[src/rtl/alu_pkg.sv]
// Shared definitions for the serial-controlled ALU: default widths,
// FSM state encoding for the UART front end and the ALU opcode map.
package alu_pkg;

  localparam int NB_DATA_DEFAULT   = 8;
  localparam int NB_OPCODE_DEFAULT = 6;

  // Front-end FSM state encoding
  localparam int NB_STATE = 3;

  typedef enum logic [NB_STATE-1:0] {
    ST_WAIT_A  = 3'd0,
    ST_WAIT_B  = 3'd1,
    ST_WAIT_OP = 3'd2,
    ST_LATCH   = 3'd3,
    ST_SEND    = 3'd4,
    ST_WAIT_TX = 3'd5
  } uart_intf_state_t;

  // ALU opcodes (MIPS-style funct codes)
  localparam logic [NB_OPCODE_DEFAULT-1:0] OP_ADD = 6'h20;
  localparam logic [NB_OPCODE_DEFAULT-1:0] OP_SUB = 6'h22;
  localparam logic [NB_OPCODE_DEFAULT-1:0] OP_AND = 6'h24;
  localparam logic [NB_OPCODE_DEFAULT-1:0] OP_OR  = 6'h25;
  localparam logic [NB_OPCODE_DEFAULT-1:0] OP_XOR = 6'h26;
  localparam logic [NB_OPCODE_DEFAULT-1:0] OP_NOR = 6'h27;
  localparam logic [NB_OPCODE_DEFAULT-1:0] OP_SRA = 6'h03;
  localparam logic [NB_OPCODE_DEFAULT-1:0] OP_SRL = 6'h02;

endpackage

[src/rtl/frame_timeout_counter.sv]
// Idle-cycle counter for a partially received frame. Counts enabled cycles
// and flags the cycle in which the count sits at TIMEOUT_CYCLES-1 while
// still enabled; clear has priority and restarts the count from zero.
module frame_timeout_counter #(
  parameter int TIMEOUT_CYCLES = 1000000
) (
  input  logic i_clk,
  input  logic i_reset,
  input  logic i_clear,
  input  logic i_enable,
  output logic o_terminal
);

  localparam int NB_CNT = (TIMEOUT_CYCLES > 2) ? $clog2(TIMEOUT_CYCLES) : 1;
  localparam logic [NB_CNT-1:0] LAST_COUNT = NB_CNT'(TIMEOUT_CYCLES - 1);

  logic [NB_CNT-1:0] count_q;
  logic [NB_CNT-1:0] count_d;

  // Terminal only while still idling; a clear in the same cycle wins
  assign o_terminal = i_enable && !i_clear && (count_q == LAST_COUNT);

  // Next count: clear, hold, or advance (wraps at terminal; the FSM leaves anyway)
  always_comb begin
    count_d = count_q;
    if (i_clear) begin
      count_d = '0;
    end else if (i_enable) begin
      count_d = (count_q == LAST_COUNT) ? '0 : count_q + NB_CNT'(1);
    end
  end

  // Count register
  always_ff @(posedge i_clk) begin
    if (i_reset) begin
      count_q <= '0;
    end else begin
      count_q <= count_d;
    end
  end

endmodule

[src/rtl/alu_uart_intf.sv]
// UART byte-stream front end for the ALU: collects A, B and opcode bytes,
// presents them to the combinational ALU, captures the result and hands it
// to the transmitter with a one-cycle start pulse. Partial frames that go
// idle for too long are abandoned with a timeout pulse.
module alu_uart_intf
  import alu_pkg::*;
#(
  parameter int NB_DATA        = NB_DATA_DEFAULT,
  parameter int NB_OPCODE      = NB_OPCODE_DEFAULT,
  parameter int TIMEOUT_CYCLES = 1000000
) (
  input  logic                 i_clk,
  input  logic                 i_reset,
  input  logic [NB_DATA-1:0]   i_rx_data,
  input  logic                 i_rx_done,
  input  logic                 i_tx_done,
  input  logic [NB_DATA-1:0]   i_alu_result,
  output logic [NB_DATA-1:0]   o_dato_a,
  output logic [NB_DATA-1:0]   o_dato_b,
  output logic [NB_OPCODE-1:0] o_opcode,
  output logic [NB_DATA-1:0]   o_tx_data,
  output logic                 o_tx_start,
  output logic                 o_busy,
  output logic                 o_timeout
);

  uart_intf_state_t state_q, state_d;
  logic [NB_DATA-1:0]   dato_a_q, dato_a_d;
  logic [NB_DATA-1:0]   dato_b_q, dato_b_d;
  logic [NB_OPCODE-1:0] opcode_q, opcode_d;
  logic [NB_DATA-1:0]   tx_data_q, tx_data_d;
  logic                 tx_start_q, tx_start_d;
  logic                 busy_q, busy_d;
  logic                 timeout_q, timeout_d;

  logic in_frame;
  logic cnt_clear;
  logic cnt_enable;
  logic cnt_terminal;

  // Only the middle of a frame is time-limited; any accepted byte restarts it
  assign in_frame   = (state_q == ST_WAIT_B) || (state_q == ST_WAIT_OP);
  assign cnt_clear  = !in_frame || i_rx_done;
  assign cnt_enable = in_frame && !i_rx_done;

  frame_timeout_counter #(
    .TIMEOUT_CYCLES(TIMEOUT_CYCLES)
  ) u_timeout (
    .i_clk     (i_clk),
    .i_reset   (i_reset),
    .i_clear   (cnt_clear),
    .i_enable  (cnt_enable),
    .o_terminal(cnt_terminal)
  );

  // Next-state and next-output logic; outputs are derived from the next state
  // so that they are registered alongside it
  always_comb begin
    state_d   = state_q;
    dato_a_d  = dato_a_q;
    dato_b_d  = dato_b_q;
    opcode_d  = opcode_q;
    tx_data_d = tx_data_q;
    timeout_d = 1'b0;

    unique case (state_q)
      ST_WAIT_A: begin
        if (i_rx_done) begin
          dato_a_d = i_rx_data;
          state_d  = ST_WAIT_B;
        end
      end
      ST_WAIT_B: begin
        if (i_rx_done) begin
          dato_b_d = i_rx_data;
          state_d  = ST_WAIT_OP;
        end else if (cnt_terminal) begin
          timeout_d = 1'b1;
          state_d   = ST_WAIT_A;
        end
      end
      ST_WAIT_OP: begin
        if (i_rx_done) begin
          opcode_d = i_rx_data[NB_OPCODE-1:0];
          state_d  = ST_LATCH;
        end else if (cnt_terminal) begin
          timeout_d = 1'b1;
          state_d   = ST_WAIT_A;
        end
      end
      ST_LATCH: begin
        tx_data_d = i_alu_result;
        state_d   = ST_SEND;
      end
      ST_SEND: begin
        state_d = ST_WAIT_TX;
      end
      ST_WAIT_TX: begin
        if (i_tx_done) begin
          state_d = ST_WAIT_A;
        end
      end
      default: begin
        state_d = ST_WAIT_A;
      end
    endcase

    tx_start_d = (state_d == ST_SEND);
    busy_d     = (state_d == ST_LATCH) || (state_d == ST_SEND) ||
                 (state_d == ST_WAIT_TX);
  end

  // FSM state and registered outputs
  always_ff @(posedge i_clk) begin
    if (i_reset) begin
      state_q    <= ST_WAIT_A;
      dato_a_q   <= '0;
      dato_b_q   <= '0;
      opcode_q   <= '0;
      tx_data_q  <= '0;
      tx_start_q <= 1'b0;
      busy_q     <= 1'b0;
      timeout_q  <= 1'b0;
    end else begin
      state_q    <= state_d;
      dato_a_q   <= dato_a_d;
      dato_b_q   <= dato_b_d;
      opcode_q   <= opcode_d;
      tx_data_q  <= tx_data_d;
      tx_start_q <= tx_start_d;
      busy_q     <= busy_d;
      timeout_q  <= timeout_d;
    end
  end

  assign o_dato_a   = dato_a_q;
  assign o_dato_b   = dato_b_q;
  assign o_opcode   = opcode_q;
  assign o_tx_data  = tx_data_q;
  assign o_tx_start = tx_start_q;
  assign o_busy     = busy_q;
  assign o_timeout  = timeout_q;

endmodule

[config.mk]
export PLATFORM = sky130hd
export DESIGN_NAME = alu_uart_intf
export DESIGN_NICKNAME = d
export VERILOG_FILES = /design/src/rtl/alu_pkg.sv /design/src/rtl/frame_timeout_counter.sv /design/src/rtl/alu_uart_intf.sv
export SDC_FILE = /design/constraint.sdc
export NUM_CORES = 1
export LEC_CHECK = 0
export BUFFER_PORTS_ARGS = -buffer_cell sky130_fd_sc_hd__clkbuf_2
export CORE_ASPECT_RATIO = 0.75
export CORE_MARGIN = 3
export CORE_UTILIZATION = 40
export CTS_CLUSTER_SIZE = 40
export DETAILED_ROUTE_END_ITERATION = 8
export GPL_ROUTABILITY_DRIVEN = 0
export SLEW_MARGIN = 20
export SYNTH_ARGS = -nofsm -noshare
export SYNTH_HDL_FRONTEND = slang
export SYNTH_HIERARCHICAL = 1
export SYNTH_SLANG_ARGS = --single-unit
[constraint.sdc]
create_clock -name i_clk -period 2.83 [get_ports i_clk]
set_clock_uncertainty 0.15 [all_clocks]
set_input_delay 0.1415 -clock i_clk [delete_from_list [all_inputs] [get_ports i_clk]]
set_output_delay 0.1415 -clock i_clk [all_outputs]
set_load 0.1 [all_outputs]
==> flow_metrics.py <==
metrics = {
    "sta": {
        "max-slew-margin-rel_pct": 53.6,
        "hold_violations": 0,
        "period_share_pct": 89.0,
        "fmax_mhz": 397,
        "finalSetupViolations": 0,
        "hold_ws_ns": 0.175,
        "min_period_ns": 2.52,
        "grt_setup_unrepaired": "no",
        "worst_pin_slew_ns": 0.695,
        "drv_slew": 0,
        "fin_setup_tns_ns": 0,
    },
    "power_and_ir_drop": {
        "p_int_mw": 1.14,
        "power.net_switching_mw": 0.471,
        "ir_worst_vdd_v": 0.000262,
        "seq_power_share_pct": 50.7,
        "combPwrFrac_pct": 16.3,
        "power.density_nw_per_um2": 550,
        "switching_share_pct": 29.1,
        "clkPwrFrac_pct": 33.0,
        "p_leak_nw": 1.24,
    },
    "floorplanning": {
        "io_pins": 53,
        "fp.dieH_um": 72.1,
        "dieArea_um2": 6790,
        "die_x_um": 94.1,
        "row_count": 23,
        "start_util_pct": 42.4,
        "core-area_um2": 5500,
    },
    "layout": {
        "layout.nets": 334,
        "design_area_um2": 2940,
        "seqCellArea_um2": 1120,
        "finalCoreUtilization_pct": 53.5,
        "antenna_cells": 0,
        "instances_no_fill": 389,
        "multi_input_area_um2": 1120,
        "fillCellCount": 521,
        "drive_above_1_share_pct": 26.1,
        "syn_to_final_growth_pct": 26.1,
    },
    "clock_network": {
        "numCtsBuffers": 5,
        "clkTransAtPathRegs_ns": 0.10,
        "tritoncts": "built",
        "cts_root_buffer": "clkbuf_8",
        "worstSkewPairLatency_ns": 0.31,
        "clockBufferDepth": 2,
        "h-tree-depth": 2,
        "clock-sinks": 56,
    },
    "yosys": {
        "yosysSeqAreaShare_pct": 48.1,
        "synth.top_cell.area_share_pct": 48.1,
        "synth_area_leaders": "dfxtp_1 48%, mux2i_1 9.9%, nor2_1 6.1%",
        "synthCells": 243,
        "syn_area_um2": 2330,
        "synth_top_cell_by_area": "dfxtp_1",
        "synth_nets": 264,
        "synth.ff_latch_count": 56,
        "yosysWarningCount": 6,
        "yosysUniqueCellTypes": 44,
        "synth_area_per_cell_um2": 9.59,
    },
    "worst_setup_path": {
        "critPathTopFamily": "simple AND/OR/NAND/NOR gates",
        "crit_slowest_cell": "or4b_1",
        "crit_path_cell_trace": "nor2b_1 -> o21ai_0 -> inv_1 -> and3_2 -> and2_1 -> and4b_1 -> or4b_1 -> a21oi_1 -> nor2_1 -> and2_1",
        "crit_fanout": 9,
        "start_kind": "register",
        "critPathBufInv": 1,
        "timing.critical_path.mode_cell": "and2_1",
        "crit_arrival_ns": 2.58,
        "required_ns": 2.89,
        "endpoint_kind": "register",
        "worstSetupPathType": "reg -> reg",
        "cp_slowest_stage_delay_ns": 0.50,
    },
    "flow_run": {
        "maxCapViolCount": 0,
    },
    "route": {
        "vias": 1847,
        "drt_wl_total_um": 4710,
        "antenna_left": 0,
        "vias_per_cell": 4.75,
        "drc_errors": 0,
        "wire_per_inst_um": 12.1,
        "drt-initial-drc-count": 71,
        "drt_first_pass_iters": 4,
    },
    "global_route": {
        "grt_pass1_vias": 1738,
        "grt_max_degree": 36,
        "grt_pass1_wl_um": 7910,
        "antenna_found_initial": 0,
        "grt.total_usage_pct": 14.7,
        "grt.overflow.total": 0,
    },
    "placement": {
        "placed_area_um2": 2650,
        "io_buffers": 52,
        "dpl.hpwl_um": 3250,
        "dp.cells": 364,
    },
    "worst_hold_path": {
        "min_path_type": "in -> reg",
    },
    "run_status": {
        "outcome": "finished clean",
    },
}
==> cell families after synthesis <==
group                    share of synthesized area [%]
AND/OR/NAND/NOR                                   25.4
XOR/XNOR                                          4.13
adder cells (fa/ha/maj)                          0.537
flip-flops                                        48.1
multiplexers                                      9.88
buffers and inverters                             3.97
AO/OA/AOI/OAI                                     8.00
==> power groups by stage <==
stage | clock network [mW] | registers, mW | logic, mW
floorplan | 0 | 0.961 | 0.0738
global placement | 0 | 0.837 | 0.245
detailed placement | 0 | 0.838 | 0.246
CTS | 0.553 | 0.820 | 0.265
global route | 0.584 | 0.823 | 0.280
finish | 0.533 | 0.820 | 0.263
==> per-layer routing <==
layer  wire length (µm)  part of all wire (%)  GRT usage (%)  up-vias
li1                   -                     -              -      975
met1               2440                    52           20.6      833
met2               2010                    43           21.9       32
met3                191                   4.1           3.73        7
met4                 65                   1.4           5.45        0
met5                  0                     0              0        -
==> cells in the final DEF (no fill, tap or decap), types with 3 or more instances in the layout <==
cell,count
nand2b_1,4
or3_2,3
clkbuf_2,52
or3_1,5
clkbuf_8,5
nor2_1,38
a21oi_1,18
buf_4,6
mux2i_1,23
o21ai_0,7
inv_1,4
dfxtp_1,55
dlygate4sd3_1,17
xor2_1,6
xnor2_1,5
nand2_1,21
nand3_1,5
==> cells in the mapped netlist, drive strengths merged <==
| cell | number |
|---|---|
| and3 | 4 |
| o21ai | 7 |
| nor2 | 38 |
| nand2b | 5 |
| buf | 8 |
| o21bai | 1 |
| nor3b | 3 |
| and4b | 2 |
| o31ai | 2 |
| dfxtp | 56 |
| and4 | 3 |
| nand2 | 21 |
| a311o | 1 |
| a22oi | 1 |
| or4b | 1 |
| ha | 1 |
| a21oi | 19 |
| a21o | 1 |
| xor2 | 6 |
| nor3 | 1 |
| nor4 | 1 |
| nor4bb | 1 |
| or4 | 2 |
| nor2b | 2 |
| nand3 | 5 |
| and2 | 2 |
| xnor2 | 5 |
| or3 | 8 |
| clkbuf | 4 |
| nand3b | 1 |
| nand4 | 4 |
| mux2i | 23 |
| inv | 4 |
==> state kept, by name (all words and copies together) (netlist names) <==
register,flops
o_busy,1
o_dato_a,8
o_dato_b,8
o_opcode,6
o_timeout,1
o_tx_data,8
o_tx_start,1
state_q,3
u_timeout/count_q,20
==> final cells by class <==
| type | count | area share (%) |
|---|---|---|
| sequential | 56 | 38.2 |
| multi-input combinational | 171 | 38.0 |
| timing repair buffer | 75 | 16.2 |
| tap | 75 | 3.19 |
| clock buffer | 5 | 2.34 |
| clock inverter | 3 | 1.58 |
| inverter | 4 | 0.511 |
==> stage by stage <==
| stage | total power [mW] | setup slack [ns] |
|---|---|---|
| after global placement | 1.08 | 0.311 |
| after global routing | 1.69 | 0.0813 |
| final | 1.62 | 0.311 |
| after floorplan | 1.04 | 0.154 |
| after CTS | 1.64 | 0.237 |
| after detailed placement | 1.08 | 0.267 |
==> final timing paths <==
check	start	end	slack, ns	depth (start not counted)
hold reg to reg	o_dato_a[0]	o_dato_a[0]	0.31	2
setup reg to reg	state_q[1]	o_tx_start	0.31	10
hold / removal	i_rx_done	o_timeout	0.18	5
setup / recovery	state_q[1]	o_tx_start	0.31	10
==> tightest hold or removal path, delay by kind of cell <==
family | cells | cell delay (ns)
compound gates | 1 | 0.09
buf+inv | 2 | 0.27
simple gates | 2 | 0.09
==> repair_timing <==
item                                    4_1_cts  5_1_grt
resized for setup                             0        1
buffers inserted                              0        0
hold endpoints to repair                     31        0
hold buffers                                 17        0
endpoints found under the setup margin        0        1
(Power assumes the default switching activity.)
